### src/rtl/uart_pkg.sv
// Shared definitions for the UART <-> ALU glue logic: frame-assembly state
// encodings, default data widths and the opcode values the ALU decodes.
package uart_pkg;

  localparam int DEF_NB_DATA = 8;
  localparam int DEF_NB_OP   = 6;
  localparam int NB_STATE    = 3;

  // Frame assembly / result hand-off states. The numeric values are fixed so
  // that a state dump can be read against the TP2 documentation directly.
  typedef enum logic [NB_STATE-1:0] {
    WAIT_A  = 3'd0,
    WAIT_B  = 3'd1,
    WAIT_OP = 3'd2,
    EXEC    = 3'd3,
    SEND    = 3'd4,
    WAIT_TX = 3'd5
  } state_t;

  // Opcodes understood by the ALU (MIPS-style function codes). The interface
  // block only forwards the low DEF_NB_OP bits of the opcode byte; the ALU
  // itself decodes these values.
  localparam logic [DEF_NB_OP-1:0] OP_ADD = 6'h20;
  localparam logic [DEF_NB_OP-1:0] OP_SUB = 6'h22;
  localparam logic [DEF_NB_OP-1:0] OP_AND = 6'h24;
  localparam logic [DEF_NB_OP-1:0] OP_OR  = 6'h25;
  localparam logic [DEF_NB_OP-1:0] OP_XOR = 6'h26;
  localparam logic [DEF_NB_OP-1:0] OP_SRA = 6'h03;
  localparam logic [DEF_NB_OP-1:0] OP_SRL = 6'h02;
  localparam logic [DEF_NB_OP-1:0] OP_NOR = 6'h27;

endpackage

### src/rtl/uart_alu_interface_if.sv
// Bundle of the receiver, ALU and transmitter signals seen by the
// UART/ALU glue block. The slave modport is the glue block's view; the
// master modport is the surrounding system (rx_uart, ALU, tx_uart).
interface uart_alu_interface_if
  import uart_pkg::*;
#(
  parameter int NB_DATA = DEF_NB_DATA,
  parameter int NB_OP   = DEF_NB_OP
) ();

  logic               i_rx_done_tick;
  logic [NB_DATA-1:0] i_rx_data;
  logic [NB_DATA-1:0] i_alu_result;
  logic               i_tx_done_tick;
  logic [NB_DATA-1:0] o_alu_a;
  logic [NB_DATA-1:0] o_alu_b;
  logic [NB_OP-1:0]   o_alu_op;
  logic [NB_DATA-1:0] o_tx_data;
  logic               o_tx_start;
  logic               o_busy;
  logic               o_timeout;
  logic               o_overrun;

  modport slave (
    input  i_rx_done_tick,
    input  i_rx_data,
    input  i_alu_result,
    input  i_tx_done_tick,
    output o_alu_a,
    output o_alu_b,
    output o_alu_op,
    output o_tx_data,
    output o_tx_start,
    output o_busy,
    output o_timeout,
    output o_overrun
  );

  modport master (
    output i_rx_done_tick,
    output i_rx_data,
    output i_alu_result,
    output i_tx_done_tick,
    input  o_alu_a,
    input  o_alu_b,
    input  o_alu_op,
    input  o_tx_data,
    input  o_tx_start,
    input  o_busy,
    input  o_timeout,
    input  o_overrun
  );

endinterface

### src/rtl/edge_pulse.sv
// Rising-edge detector: turns a level that may stay high for several clocks
// into a single-cycle pulse on its first high cycle.
module edge_pulse (
  input  logic i_clock,
  input  logic i_reset,
  input  logic i_level,
  output logic o_pulse
);

  logic level_q;

  // Remember last cycle's level so a held-high input fires only once
  always_ff @(posedge i_clock or negedge i_reset) begin
    if (!i_reset) begin
      level_q <= 1'b0;
    end else begin
      level_q <= i_level;
    end
  end

  assign o_pulse = i_level & ~level_q;

endmodule

### src/rtl/uart_alu_interface.sv
// Glue between rx_uart, the combinational ALU and tx_uart. Collects three
// received bytes (operand A, operand B, opcode), lets the ALU evaluate the
// registered operands for one cycle, then hands the result byte to the
// transmitter and waits for it to finish. Partial frames are abandoned after
// a configurable idle time; bytes arriving while a result is in flight are
// dropped and flagged.
module uart_alu_interface
  import uart_pkg::*;
#(
  parameter int NB_DATA        = DEF_NB_DATA,
  parameter int NB_OP          = DEF_NB_OP,
  parameter int NB_TIMEOUT     = 20,
  parameter int TIMEOUT_CYCLES = 1000000
) (
  input logic                 i_clock,
  input logic                 i_reset,
  uart_alu_interface_if.slave bus
);

  // Last idle count of a partial frame; reaching it without a new byte
  // abandons the frame.
  localparam logic [NB_TIMEOUT-1:0] TIMEOUT_LAST = NB_TIMEOUT'(TIMEOUT_CYCLES - 1);
  localparam logic [NB_TIMEOUT-1:0] CNT_ONE      = NB_TIMEOUT'(1);

  state_t              state_q,      state_d;
  logic [NB_TIMEOUT-1:0] timeoutCnt_q, timeoutCnt_d;
  logic [NB_DATA-1:0]  aluA_q,       aluA_d;
  logic [NB_DATA-1:0]  aluB_q,       aluB_d;
  logic [NB_OP-1:0]    aluOp_q,      aluOp_d;
  logic [NB_DATA-1:0]  txData_q,     txData_d;
  logic                txStart_q,    txStart_d;
  logic                busy_q,       busy_d;
  logic                timeout_q,    timeout_d;
  logic                overrun_q,    overrun_d;

  logic                  byteEvent;
  logic                  cntExpired;
  logic [NB_TIMEOUT-1:0] cntNext;

  edge_pulse u_rx_edge (
    .i_clock (i_clock),
    .i_reset (i_reset),
    .i_level (bus.i_rx_done_tick),
    .o_pulse (byteEvent)
  );

  // The counter saturates so a very long idle period can never wrap it back
  // below the abort threshold.
  assign cntExpired = (timeoutCnt_q >= TIMEOUT_LAST);
  assign cntNext    = (timeoutCnt_q == {NB_TIMEOUT{1'b1}}) ? timeoutCnt_q
                                                           : timeoutCnt_q + CNT_ONE;

  // State and datapath registers; everything clears on reset
  always_ff @(posedge i_clock or negedge i_reset) begin
    if (!i_reset) begin
      state_q      <= WAIT_A;
      timeoutCnt_q <= '0;
      aluA_q       <= '0;
      aluB_q       <= '0;
      aluOp_q      <= '0;
      txData_q     <= '0;
      txStart_q    <= 1'b0;
      busy_q       <= 1'b0;
      timeout_q    <= 1'b0;
      overrun_q    <= 1'b0;
    end else begin
      state_q      <= state_d;
      timeoutCnt_q <= timeoutCnt_d;
      aluA_q       <= aluA_d;
      aluB_q       <= aluB_d;
      aluOp_q      <= aluOp_d;
      txData_q     <= txData_d;
      txStart_q    <= txStart_d;
      busy_q       <= busy_d;
      timeout_q    <= timeout_d;
      overrun_q    <= overrun_d;
    end
  end

  // Next-state logic: frame assembly, idle abort, result hand-off and overrun
  always_comb begin
    state_d      = state_q;
    timeoutCnt_d = timeoutCnt_q;
    aluA_d       = aluA_q;
    aluB_d       = aluB_q;
    aluOp_d      = aluOp_q;
    txData_d     = txData_q;
    busy_d       = busy_q;
    txStart_d    = 1'b0;
    timeout_d    = 1'b0;
    overrun_d    = 1'b0;

    case (state_q)
      WAIT_A: begin
        timeoutCnt_d = '0;
        if (byteEvent) begin
          aluA_d  = bus.i_rx_data;
          state_d = WAIT_B;
        end
      end

      WAIT_B: begin
        // A byte arriving on the very last idle cycle still wins over abort
        if (byteEvent) begin
          aluB_d       = bus.i_rx_data;
          timeoutCnt_d = '0;
          state_d      = WAIT_OP;
        end else if (cntExpired) begin
          timeout_d    = 1'b1;
          timeoutCnt_d = '0;
          state_d      = WAIT_A;
        end else begin
          timeoutCnt_d = cntNext;
        end
      end

      WAIT_OP: begin
        if (byteEvent) begin
          aluOp_d      = bus.i_rx_data[NB_OP-1:0];
          busy_d       = 1'b1;
          timeoutCnt_d = '0;
          state_d      = EXEC;
        end else if (cntExpired) begin
          timeout_d    = 1'b1;
          timeoutCnt_d = '0;
          state_d      = WAIT_A;
        end else begin
          timeoutCnt_d = cntNext;
        end
      end

      EXEC: begin
        // Operands have been stable for a full cycle, so the ALU output is
        // settled by the end of it; raising start here makes it visible in
        // SEND.
        timeoutCnt_d = '0;
        txData_d     = bus.i_alu_result;
        txStart_d    = 1'b1;
        overrun_d    = byteEvent;
        state_d      = SEND;
      end

      SEND: begin
        timeoutCnt_d = '0;
        overrun_d    = byteEvent;
        state_d      = WAIT_TX;
      end

      WAIT_TX: begin
        timeoutCnt_d = '0;
        overrun_d    = byteEvent;
        if (bus.i_tx_done_tick) begin
          busy_d  = 1'b0;
          state_d = WAIT_A;
        end
      end

      default: begin
        timeoutCnt_d = '0;
        busy_d       = 1'b0;
        state_d      = WAIT_A;
      end
    endcase
  end

  assign bus.o_alu_a    = aluA_q;
  assign bus.o_alu_b    = aluB_q;
  assign bus.o_alu_op   = aluOp_q;
  assign bus.o_tx_data  = txData_q;
  assign bus.o_tx_start = txStart_q;
  assign bus.o_busy     = busy_q;
  assign bus.o_timeout  = timeout_q;
  assign bus.o_overrun  = overrun_q;

endmodule

### src/flat_wrapper.sv
// flat-port wrapper written by rule: the top's interface ports become plain ports
module uart_alu_interface_flat import uart_pkg::*;
#(
  parameter int NB_DATA        = DEF_NB_DATA,
  parameter int NB_OP          = DEF_NB_OP,
  parameter int NB_TIMEOUT     = 20,
  parameter int TIMEOUT_CYCLES = 1000000
)
  (i_clock, i_reset, bus_i_rx_done_tick, bus_i_rx_data, bus_i_alu_result, bus_i_tx_done_tick, bus_o_alu_a, bus_o_alu_b, bus_o_alu_op, bus_o_tx_data, bus_o_tx_start, bus_o_busy, bus_o_timeout, bus_o_overrun);
  uart_alu_interface_if #(.NB_DATA(NB_DATA), .NB_OP(NB_OP)) bus_i ();
  input logic i_clock;
  input logic i_reset;
  input wire logic [$bits(bus_i.i_rx_done_tick)-1:0] bus_i_rx_done_tick;
  input wire logic [$bits(bus_i.i_rx_data)-1:0] bus_i_rx_data;
  input wire logic [$bits(bus_i.i_alu_result)-1:0] bus_i_alu_result;
  input wire logic [$bits(bus_i.i_tx_done_tick)-1:0] bus_i_tx_done_tick;
  output wire logic [$bits(bus_i.o_alu_a)-1:0] bus_o_alu_a;
  output wire logic [$bits(bus_i.o_alu_b)-1:0] bus_o_alu_b;
  output wire logic [$bits(bus_i.o_alu_op)-1:0] bus_o_alu_op;
  output wire logic [$bits(bus_i.o_tx_data)-1:0] bus_o_tx_data;
  output wire logic [$bits(bus_i.o_tx_start)-1:0] bus_o_tx_start;
  output wire logic [$bits(bus_i.o_busy)-1:0] bus_o_busy;
  output wire logic [$bits(bus_i.o_timeout)-1:0] bus_o_timeout;
  output wire logic [$bits(bus_i.o_overrun)-1:0] bus_o_overrun;
  assign bus_i.i_rx_done_tick = bus_i_rx_done_tick;
  assign bus_i.i_rx_data = bus_i_rx_data;
  assign bus_i.i_alu_result = bus_i_alu_result;
  assign bus_i.i_tx_done_tick = bus_i_tx_done_tick;
  assign bus_o_alu_a = bus_i.o_alu_a;
  assign bus_o_alu_b = bus_i.o_alu_b;
  assign bus_o_alu_op = bus_i.o_alu_op;
  assign bus_o_tx_data = bus_i.o_tx_data;
  assign bus_o_tx_start = bus_i.o_tx_start;
  assign bus_o_busy = bus_i.o_busy;
  assign bus_o_timeout = bus_i.o_timeout;
  assign bus_o_overrun = bus_i.o_overrun;
  uart_alu_interface #(.NB_DATA(NB_DATA), .NB_OP(NB_OP), .NB_TIMEOUT(NB_TIMEOUT), .TIMEOUT_CYCLES(TIMEOUT_CYCLES)) u_core (.i_clock(i_clock), .i_reset(i_reset), .bus(bus_i));
endmodule
### config.mk
export PLATFORM = sky130hd
export DESIGN_NAME = uart_alu_interface_flat
export DESIGN_NICKNAME = d
export VERILOG_FILES = /design/src/rtl/uart_pkg.sv /design/src/rtl/uart_alu_interface_if.sv /design/src/rtl/edge_pulse.sv /design/src/rtl/uart_alu_interface.sv /design/src/flat_wrapper.sv
export SDC_FILE = /design/constraint.sdc
export NUM_CORES = 1
export LEC_CHECK = 0
export CELL_PAD_IN_SITES_DETAIL_PLACEMENT = 0
export CELL_PAD_IN_SITES_GLOBAL_PLACEMENT = 1
export CORE_UTILIZATION = 40
export CTS_CLUSTER_DIAMETER = 120
export DETAILED_ROUTE_END_ITERATION = 16
export PLACE_DENSITY_LB_ADDON = 0.12
export SLEW_MARGIN = 30
export SYNTH_ARGS = -nofsm -noshare
export SYNTH_HDL_FRONTEND = slang
export SYNTH_SLANG_ARGS = --single-unit
### constraint.sdc
create_clock -name i_clock -period 2.4 [get_ports i_clock]
set_input_delay 0.48 -clock i_clock [delete_from_list [all_inputs] [get_ports i_clock]]
set_output_delay 0.48 -clock i_clock [all_outputs]
set_load 0.01 [all_outputs]
==> impl_metrics.tcl <==
set metrics [dict create \
    syn_to_final_growth_pct 32.05 \
    postCtsHoldBufs 0 \
    grt_overflow 0 \
    ys_seq_area_share_pct 55.66 \
    clock_path_buffers 2 \
    clock.fmax_ghz 0.5403 \
    cts-root-buf "clkbuf_8" \
    p_int_mw 2.597 \
    totalWireLength_um 5278 \
    antenna_found_initial 0 \
    syn_inst 236 \
    crit_slowest_cell "nor4_1" \
    hpwl_um 3560 \
    max_stage_delay_ns 0.48 \
    cp.arrival_ns 2.08 \
    power_frac_seq_pct 40.1 \
    max-cap-violations 0 \
    crit_chain "nor4_1 -> nor2b_1 -> o21ai_2 -> a21bo_1 -> buf_12 -> a311oi_2" \
    track_usage_pct 17.54 \
    cp-start-kind "register" \
    clk_latency_ns 0.32 \
    worstSetupPathType "reg2reg" \
    synth.avg_cell_area_um2 11.05 \
    relSlewSlack_pct 64.94 \
    fin_crit_ns 1.851 \
    yosys_register_bits 58 \
    fin_nets 320 \
    die_height_um 82.74 \
    ys_types 45 \
    fill_cells 582 \
    route.vias.total 1885 \
    regArea_um2 1451 \
    core_area_um2 6314 \
    power.total_mw 3.729 \
    tns_ns 0 \
    cts_tree "done" \
    worst_clock_skew_ns 0.008351 \
    worst-r2r-setup-slack_ns 0.55 \
    yosysTopAreaCell "dfrtp_1" \
    clkPwrFrac_pct 22.8 \
    hold_path_class "in2async" \
    status "complete, no violations" \
    die_area_um2 6846 \
    clock-sinks 58 \
    io-pin-count 54 \
    combPwrFrac_pct 37.1 \
    final_cell_mix "58 x dfrtp_1, 52 x clkdlybuf4s50_1, 38 x nand2_1, 29 x nor2_1, 22 x mux2_2" \
    rows 29 \
    first_global_vias 1861 \
    drt-initial-drc-count 147 \
    die_w_um 82.74 \
    cts.repair.resized 0 \
    cp_max_fo 20 \
    synth_edf_count 0 \
    clk_pin_slew_ns 0.07 \
    synth_top_cell_area_share_pct 55.66 \
    place.gp.congestion 0.8134 \
    avgViaCountPerCell 4.961 \
    endpoint_kind "register" \
    htreeDepth 3 \
    async_flop_share_pct 100.0 \
    syn_area_um2 2608 \
    cp.required_ns 2.63 \
    p_leak_nw 1.506 \
    ys_warn_count 0 \
    drive_gt1_share_pct 16.83 \
    cp_num_buf_inv 1 \
    swShare_pct 30.37 \
    mostFrequentLayoutCell "dfrtp_1" \
    route.detailed.drc 0 \
    detail_route.wl_per_cell_um 13.89 \
    worst_pin_slew_ns 0.5126 \
    synth_flop_cell "dfrtp_1" \
    first_pass_iters 4 \
    post_cts_buffers 0 \
    grt_pass1_wl_um 8866 \
    ant_nets 0 \
    io_buffer_count 53 \
    peakVddDrop_mv 0.6351 \
    synthTopCellsByArea "dfrtp_1 56%, mux2_2 9.5%, nand2_1 5.5%, nor2_1 4.2%, xnor2_1 2.7%" \
    diodes 0 \
    whs_ns 0.1271 \
    rsz0062_at_grt "no" \
    final_area_um2 3443 \
    synth_nets 257 \
    start_util_pct 41.30 \
    multi_input_area_um2 1104 \
    cts_made_buffers 9 \
    grt_max_degree 59 \
    setup_viol 0 \
    p_switching_mw 1.132 \
    hold_viol 0 \
    fin_crit_sh_pct 77.11 \
    path_delay_family "simple AND/OR/NAND/NOR gates" \
    placed_area_um2 3258 \
    power.density_nw_per_um2 1083 \
    final_max_slew_viol_count 0 \
]
==> worst reg2reg max path, delay by kind of cell (launching register included) <==
family                 cells  cell delay, ns
AND/OR/NAND/NOR            2            0.69
AO/OA/AOI/OAI              3            0.47
flip-flops                 1            0.43
buffers and inverters      1            0.16
==> metrics by stage <==
step	cells	setup slack, ns	utilization [%]
after floorplan	236	0.7322	-
after global placement	365	0.3307	51.61
after detailed placement	365	0.3131	51.61
after CTS	380	0.5217	54.54
after global routing	380	0.3674	54.54
final	380	0.5493	54.54
==> path summary, 6_finish.rpt <==
check | from | to | cells after the start
worst min-delay path | i_reset | u_core.timeoutCnt_q[5]$_DFFE_PN0P_ | 2
min in group i_clock | u_core.timeoutCnt_q[0]$_DFFE_PN0P_ | u_core.timeoutCnt_q[0]$_DFFE_PN0P_ | 1
worst max-delay path | u_core.timeoutCnt_q[12]$_DFFE_PN0P_ | u_core.timeoutCnt_q[15]$_DFFE_PN0P_ | 6
max in group asynchronous | i_reset | u_core.bus.o_tx_start$_DFF_PN0_ | 2
worst min register to register | u_core.timeoutCnt_q[0]$_DFFE_PN0P_ | u_core.timeoutCnt_q[0]$_DFFE_PN0P_ | 1
worst max register to register | u_core.timeoutCnt_q[12]$_DFFE_PN0P_ | u_core.timeoutCnt_q[15]$_DFFE_PN0P_ | 6
==> cell type report <==
type	count	share of cell area, %
timing repair buffer	58	17.08
clock inverter	3	1.163
sequential	58	42.15
tap	77	2.798
multi-input combinational	167	32.05
inverter	5	0.5451
clock buffer	12	4.215
==> kinds of logic (layout without fill, tap and decap cells) <==
kind of cell	Yosys count	in the layout	share of synthesized area, %
AO/OA/AOI/OAI	26	26	8.110
AND/OR/NAND/NOR	105	105	19.77
XOR/XNOR	11	11	3.695
multiplexers	24	24	10.27
buffers and inverters	11	78	2.015
flip-flops	58	58	55.66
adder cells (fa/ha/maj)	1	1	0.4798
==> synth_stat cells (2+ instances only) <==
cell,instances
a21oi_1,10
and3_1,8
dfrtp_1,58
nand2b_1,2
nor2_1,29
nand4_1,4
buf_2,3
nor3_1,3
mux2i_1,2
and2_1,2
o21ai_0,2
clkbuf_1,2
nor2b_1,3
inv_1,4
xor2_1,3
nand2_1,38
xnor2_1,8
mux2_2,22
nand3_1,7
==> flip-flops by register name, indices dropped and copies added, names as in the netlist <==
register and flops:
u_core.bus.o_tx_start 1, u_core.bus.o_overrun 1, u_core.bus.o_tx_data 8, u_core.state_q 3, u_core.u_rx_edge.level_q 1, u_core.bus.o_timeout 1
u_core.bus.o_alu_op 6, u_core.bus.o_alu_b 8, u_core.bus.o_busy 1, u_core.bus.o_alu_a 8, u_core.timeoutCnt_q 20
==> metal layers <==
layer / global-route usage (%) / vias up / share of wire, %
li1: - / 941 / -
met1: 24.41 / 887 / 50
met2: 25.00 / 47 / 42
met3: 4.945 / 10 / 6.2
met4: 8.276 / 0 / 2.0
met5: 0 / - / 0
==> power by group through the flow <==
stage,sequential [mW],combinational [mW],clock [mW]
2_1_floorplan,1.57,0.604,0
3_3_place_gp,1.51,1.40,0
3_5_place_dp,1.51,1.40,0
4_1_cts,1.50,1.40,0.884
5_1_grt,1.55,1.52,0.933
6_report,1.50,1.38,0.851
(Power assumes the default switching activity.)
